<file path="src/rtl/ddr_bridge_pkg.sv">
// ============================================================================
// ddr_bridge_pkg : shared types, MIG command codes and beat address helper
// Revision: 1.0
// ============================================================================
`default_nettype none

package ddr_bridge_pkg;

  typedef enum logic [2:0] {
    S_IDLE    = 3'd0,
    S_WR      = 3'd1,
    S_RD_CMD  = 3'd2,
    S_RD_DATA = 3'd3,
    S_RESP    = 3'd4
  } state_e;

  localparam logic [2:0] CMD_WRITE = 3'b000;
  localparam logic [2:0] CMD_READ  = 3'b001;

  // Byte address of beat N expressed in app_addr units; the caller truncates.
  function automatic logic [63:0] beat_addr(input logic [63:0] block_byte_addr,
                                            input logic [31:0] beat,
                                            input logic [31:0] beat_bytes,
                                            input logic [31:0] unit_bytes);
    logic [63:0] byte_addr;
    byte_addr = block_byte_addr + 64'(beat) * 64'(beat_bytes);
    return byte_addr / 64'(unit_bytes);
  endfunction

endpackage

`default_nettype wire

</file>
<file path="src/rtl/ddr_beat_counter.sv">
// ============================================================================
// ddr_beat_counter : saturating 0..MAX beat counter with clear and done flags
// Revision: 1.0
// ============================================================================
`default_nettype none

module ddr_beat_counter #(
  parameter int MAX = 2,
  localparam int CW = $clog2(MAX + 1)
) (
  input  logic          clk_i,
  input  logic          rst_ni,
  input  logic          clr_i,
  input  logic          en_i,
  output logic [CW-1:0] cnt_o,
  output logic          done_o,
  output logic          last_o
);

  logic [CW-1:0] cnt_q, cnt_d;

  always_comb begin
    cnt_d = cnt_q;
    if (clr_i) begin
      cnt_d = '0;
    end else if (en_i && !done_o) begin
      cnt_d = cnt_q + 1'b1;
    end
  end

  always_ff @(posedge clk_i or negedge rst_ni) begin
    if (!rst_ni) begin
      cnt_q <= '0;
    end else begin
      cnt_q <= cnt_d;
    end
  end

  assign cnt_o  = cnt_q;
  assign done_o = (cnt_q == CW'(MAX));
  // High when the current enabled step is the one that reaches MAX.
  assign last_o = en_i && (cnt_q == CW'(MAX - 1));

endmodule

`default_nettype wire

</file>
<file path="src/rtl/ddr_block_bridge.sv">
// ============================================================================
// ddr_block_bridge : cache block request/response to MIG 7-series app_* bridge
// Revision: 1.0
// ============================================================================
`default_nettype none

module ddr_block_bridge
  import ddr_bridge_pkg::*;
#(
  parameter int BLOCK_W   = 256,
  parameter int MIG_DW    = 128,
  parameter int ADDR_W    = 30,
  parameter int MIG_AW    = 27,
  parameter int DQ_W      = 16,
  parameter int HOLD_LAST = 1
) (
  input  logic                clk_i,
  input  logic                rst_ni,
  input  logic                req_valid_i,
  input  logic                req_write_i,
  input  logic [ADDR_W-1:0]   req_addr_i,
  input  logic [BLOCK_W-1:0]  req_wdata_i,
  output logic                req_ready_o,
  output logic                resp_valid_o,
  output logic [BLOCK_W-1:0]  resp_rdata_o,
  output logic [MIG_AW-1:0]   app_addr_o,
  output logic [2:0]          app_cmd_o,
  output logic                app_en_o,
  input  logic                app_rdy_i,
  output logic [MIG_DW-1:0]   app_wdf_data_o,
  output logic                app_wdf_wren_o,
  output logic                app_wdf_end_o,
  output logic [MIG_DW/8-1:0] app_wdf_mask_o,
  input  logic                app_wdf_rdy_i,
  input  logic [MIG_DW-1:0]   app_rd_data_i,
  input  logic                app_rd_data_valid_i,
  input  logic                init_calib_complete_i
);

  localparam int BEATS = BLOCK_W / MIG_DW;
  localparam int OFF_W = $clog2(BLOCK_W / 32);
  localparam int CW    = $clog2(BEATS + 1);
  localparam int IDX_W = (BEATS > 1) ? $clog2(BEATS) : 1;
  localparam int TAG_W = ADDR_W - OFF_W;
  localparam logic [ADDR_W-1:0] OFF_MASK = ADDR_W'((1 << OFF_W) - 1);

  state_e                       state_q, state_d;
  logic [ADDR_W-1:0]            addr_q, addr_d;
  logic                         write_q, write_d;
  logic [BEATS-1:0][MIG_DW-1:0] wdata_q, wdata_d;
  logic [BEATS-1:0][MIG_DW-1:0] rdata_q, rdata_d;
  logic [TAG_W-1:0]             tag_q, tag_d;
  logic                         tag_vld_q, tag_vld_d;

  logic [CW-1:0] cmd_cnt, wdf_cnt, rd_cnt;
  logic          cmd_done, wdf_done, rd_done;
  logic          cmd_last, wdf_last, rd_last;
  logic          cnt_clr, rd_en, hit;

  assign cnt_clr = (state_q == S_IDLE);
  assign rd_en   = app_rd_data_valid_i && ((state_q == S_RD_CMD) || (state_q == S_RD_DATA));

  ddr_beat_counter #(.MAX(BEATS)) u_cmd_cnt (
    .clk_i(clk_i), .rst_ni(rst_ni), .clr_i(cnt_clr), .en_i(app_en_o && app_rdy_i),
    .cnt_o(cmd_cnt), .done_o(cmd_done), .last_o(cmd_last)
  );

  ddr_beat_counter #(.MAX(BEATS)) u_wdf_cnt (
    .clk_i(clk_i), .rst_ni(rst_ni), .clr_i(cnt_clr), .en_i(app_wdf_wren_o && app_wdf_rdy_i),
    .cnt_o(wdf_cnt), .done_o(wdf_done), .last_o(wdf_last)
  );

  ddr_beat_counter #(.MAX(BEATS)) u_rd_cnt (
    .clk_i(clk_i), .rst_ni(rst_ni), .clr_i(cnt_clr), .en_i(rd_en),
    .cnt_o(rd_cnt), .done_o(rd_done), .last_o(rd_last)
  );

  // Gated by rst_ni so the port reads 0 while reset is held.
  assign req_ready_o    = rst_ni && (state_q == S_IDLE) && init_calib_complete_i;
  assign resp_valid_o   = (state_q == S_RESP);
  assign resp_rdata_o   = rdata_q;
  assign app_en_o       = ((state_q == S_WR) || (state_q == S_RD_CMD)) && !cmd_done;
  assign app_cmd_o      = write_q ? CMD_WRITE : CMD_READ;
  assign app_addr_o     = MIG_AW'(beat_addr(64'({addr_q, 2'b00}), 32'(cmd_cnt),
                                            32'(MIG_DW / 8), 32'(DQ_W / 8)));
  assign app_wdf_wren_o = (state_q == S_WR) && !wdf_done;
  assign app_wdf_end_o  = app_wdf_wren_o;
  assign app_wdf_data_o = wdata_q[wdf_cnt[IDX_W-1:0]];
  assign app_wdf_mask_o = '0;

  assign hit = (HOLD_LAST != 0) && !req_write_i && tag_vld_q &&
               (tag_q == req_addr_i[ADDR_W-1:OFF_W]);

  always_comb begin
    state_d   = state_q;
    addr_d    = addr_q;
    write_d   = write_q;
    wdata_d   = wdata_q;
    rdata_d   = rdata_q;
    tag_d     = tag_q;
    tag_vld_d = tag_vld_q;
    if (rd_en && !rd_done) begin
      rdata_d[rd_cnt[IDX_W-1:0]] = app_rd_data_i;
    end
    case (state_q)
      S_IDLE: begin
        if (req_valid_i && req_ready_o) begin
          addr_d  = req_addr_i & ~OFF_MASK;
          write_d = req_write_i;
          wdata_d = req_wdata_i;
          if (hit)              state_d = S_RESP;
          else if (req_write_i) state_d = S_WR;
          else                  state_d = S_RD_CMD;
        end
      end
      S_WR: begin
        if ((cmd_done || cmd_last) && (wdf_done || wdf_last)) begin
          state_d   = S_RESP;
          rdata_d   = wdata_q;
          tag_d     = addr_q[ADDR_W-1:OFF_W];
          tag_vld_d = 1'b1;
        end
      end
      S_RD_CMD: begin
        if (cmd_done || cmd_last) begin
          state_d = S_RD_DATA;
          if (rd_done || rd_last) begin
            state_d   = S_RESP;
            tag_d     = addr_q[ADDR_W-1:OFF_W];
            tag_vld_d = 1'b1;
          end
        end
      end
      S_RD_DATA: begin
        if (rd_done || rd_last) begin
          state_d   = S_RESP;
          tag_d     = addr_q[ADDR_W-1:OFF_W];
          tag_vld_d = 1'b1;
        end
      end
      S_RESP:  state_d = S_IDLE;
      default: state_d = S_IDLE;
    endcase
  end

  always_ff @(posedge clk_i or negedge rst_ni) begin
    if (!rst_ni) begin
      state_q   <= S_IDLE;
      addr_q    <= '0;
      write_q   <= 1'b0;
      wdata_q   <= '0;
      rdata_q   <= '0;
      tag_q     <= '0;
      tag_vld_q <= 1'b0;
    end else begin
      state_q   <= state_d;
      addr_q    <= addr_d;
      write_q   <= write_d;
      wdata_q   <= wdata_d;
      rdata_q   <= rdata_d;
      tag_q     <= tag_d;
      tag_vld_q <= tag_vld_d;
    end
  end

endmodule

`default_nettype wire
</file>
<file path="config.mk">
export PLATFORM = sky130hd
export DESIGN_NAME = ddr_block_bridge
export DESIGN_NICKNAME = d
export VERILOG_FILES = /design/src/rtl/ddr_bridge_pkg.sv /design/src/rtl/ddr_beat_counter.sv /design/src/rtl/ddr_block_bridge.sv
export SDC_FILE = /design/constraint.sdc
export NUM_CORES = 1
export LEC_CHECK = 0
export BUFFER_PORTS_ARGS = -buffer_cell sky130_fd_sc_hd__buf_2
export CAP_MARGIN = 30
export CORE_AREA = 8 8 325 327
export DETAILED_ROUTE_END_ITERATION = 10
export DIE_AREA = 0 0 333 335
export HOLD_SLACK_MARGIN = 0.03
export PLACE_DENSITY = 0.44
export SYNTH_ARGS = -nofsm -noshare
export SYNTH_HDL_FRONTEND = slang
export SYNTH_SLANG_ARGS = --single-unit
</file>
<file path="constraint.sdc">
create_clock -name clk_i -period 2.8 [get_ports clk_i]
set_input_delay 0.14 -clock clk_i [delete_from_list [all_inputs] [get_ports clk_i]]
set_output_delay 0.14 -clock clk_i [all_outputs]
set_load 0.05 [all_outputs]
</file>
==> results.ini <==
[critical_path]
cp-endpoint=app_wdf_data_o[94]
required_ns=2.66
critical_path_class=reg2out
arrival_ns=2.56
crit_start=u_wdf_cnt.cnt_o[0]
endpoint_kind=primary output
reg2reg_to=state_q[1]
startpoint_type=flip-flop
cp_max_fo=128
reg2reg_depth=5
r2r_start=state_q[1]
regToRegSetupSlack_ns=0.24

[synth]
syn_avg_cell_area_um2=9.793
synthSimpleGateAreaFrac=0.1745
synth_top_area_share=0.5467
synth_mux_area_frac=0.1635
yosys.cell_types.count=42
seq_area_frac_synth=0.5467
yosysMostFrequentCell=nand2_1
synthArstFlopShare=1.000
synth_area_mm2=0.02641
synth-seq-cells=577
synth_flop_cell=dfrtp_1
synth-edff-count=0
synth_top_family_by_area=simple AND/OR/NAND/NOR gates
netlist_instances=2697
synthTopCellsByCount=nand2_1 (1119), dfrtp_1 (577), mux2i_1 (257)
synth_compound_area_frac=0.05206
yosys_warnings=0
synthTopCellsByArea=dfrtp_1 (55%), nand2_1 (16%), mux2i_1 (9.7%), mux2_2 (6.6%), o21ai_1 (3.3%)
yosysTopAreaCell=dfrtp_1
synth_xor_area_frac=0.01691
synth_fa_ha_area_frac=0.003790

[placed_design]
place_ws_ns=0.2823
dp_hpwl_um=81670
port_buffers=832
gp_congestion=0.8800

[routing]
ant_nets=0
drt_iter0_markers=1353
drtPass1Iterations=5
routedWlPerCell_um=21.67
drc=0
routed_via_density=4.477
vias=23681
wirelength_um=114600

[die]
num_io_pins=857
die-area_mm2=0.1116
initial_core_util=0.2622
die_h_um=335
num_rows=117
core-area_mm2=0.1007
die_x_um=333

[global_route]
overflow=0
grt_pass1_wl_um=167900
grt_pass1_vias=24935
antenna_found_initial=13
grt_max_degree=173
grt_usage=0.1972

[timing]
setup_viol=0
finalCritPeriodShare=0.9644
layout_min_cycle_time_ns=2.700
max_freq_mhz=370.3
setup_ws_ns=0.09957
skew_ns=0.03086
tightest_slew_ns=1.045
hold_ws_ns=0.06675
rsz0062_at_grt=no
hold_viol_final=0
setup_tns_ns=0
slew_viol_final=0
timing.slew.headroom=0.3030

[clocking]
h-tree-depth=3
cts.sinks=577
cts_tree=done
clk_latency_ns=0.64
cts_made_buffers=72
postCtsSetupBuffers=0
cts_max_path_buffers=3
root_buffer=clkbuf_16
clkTransAtPathRegs_ns=0.06

[flow_run]
cap_viol_max_count=0

[worst_hold_path]
hold_class=in2reg

[pwr]
leakage_nw=19.77
vdd_drop_max_v=0.0006221
power.total_w=0.04980
power_density_mw_per_mm2=1285

[status]
outcome=complete, no violations

[layout]
nets=4348
area_growth_pct=46.77
drive_above_1_share=0.2970

[power breakdown]
part | switching (W) | total [W] | leakage (nW) | internal [W]
Combinational | 0.0181 | 0.0248 | 11.3 | 0.00670
Sequential | 0.00297 | 0.0153 | 7.25 | 0.0123
Clock | 0.00387 | 0.00969 | 1.18 | 0.00582
Total | 0.0250 | 0.0498 | 19.8 | 0.0248
[repair_timing]
action	in CTS	in global routing
endpoints found under the setup margin	7	11
hold buffers	418	0
endpoints found under the hold margin	674	0
resized for setup	4	8
pin swaps	0	0
[metal layers]
layer	global-route usage	vias up	part of all wire
met3	0.04524	217	0.054
met5	0	-	0.00024
met1	0.2485	11481	0.43
met2	0.3245	719	0.48
li1	-	11260	-
met4	0.08355	4	0.041
[flip-flops by register name, indices dropped and copies added (netlist names)]
signal and cells:
resp_rdata_o 256, wdata_q 256, addr_q 27, tag_q 27, state_q 3, u_cmd_cnt.cnt_o 2, u_rd_cnt.cnt_o 2, u_wdf_cnt.cnt_o 2
tag_vld_q 1, write_q 1
[worst min path at each step]
stage	startpoint	to	cells past startpoint
finish	req_valid_i	write_q	5
global route	req_valid_i	write_q	5
CTS	app_rd_data_valid_i	state_q[0]	5
global placement	rst_ni	resp_rdata_o[147]	1
floorplan	rst_ni	addr_q[10]	0
detailed placement	rst_ni	wdata_q[147]	1
[cells in the final DEF, fill, tap and decap left out, drive strengths merged, types with 2 or more instances in the layout]
cell and count:
nand2 1120, buf 897, dfrtp 577, dlygate4sd3 417
mux2i 257, o21ai 256, mux2 155, clkbuf 107
xnor2 29, xor2 22, conb 21, nor2 13
diode 11, nand3 11, inv 11, clkinv 9
nand4 8, ha 8, bufinv 7, a21oi 6
nor4 6, and2 4, and4 3, nor2b 3
and3 3, nand2b 3, and2b 2, o22ai 2
a311oi 2
[logic make-up (layout without fill, tap and decap cells)]
kind of cell / count (synthesis) / count (layout)
buffers and inverters: 196 / 1449
XOR/XNOR: 51 / 51
AND/OR/NAND/NOR: 1182 / 1182
other: 1 / 32
multiplexers: 412 / 412
flip-flops: 577 / 577
adder cells (fa/ha/maj): 8 / 8
AO/OA/AOI/OAI: 270 / 270
[critical path, stage by stage, from the launching register on]
cell and delay [ns]:
dfrtp_4 0.45, buf_16 0.63, mux2_2 0.47, buf_2 0.24
[metrics by stage]
step	cells	utilization	instance area, µm²
floorplan	2717	-	26500
global placement	4735	0.3187	32100
detailed placement	4735	0.3187	32100
CTS	5279	0.3844	38720
global route	5284	0.3848	38750
finish	5290	0.3849	38770
[layout make-up]
| class | count | area [µm²] |
|---|---|---|
| diodes | 11 | 27.53 |
| clock inverters | 21 | 335.3 |
| multi-input cells | 1944 | 10970 |
| repair buffers | 1316 | 9244 |
| clock buffers | 105 | 2078 |
| well taps | 1309 | 1638 |
| fillers | 10316 | 61950 |
| flip-flops and latches | 577 | 14450 |
| inverters | 7 | 26.28 |
(Power assumes the default switching activity.)
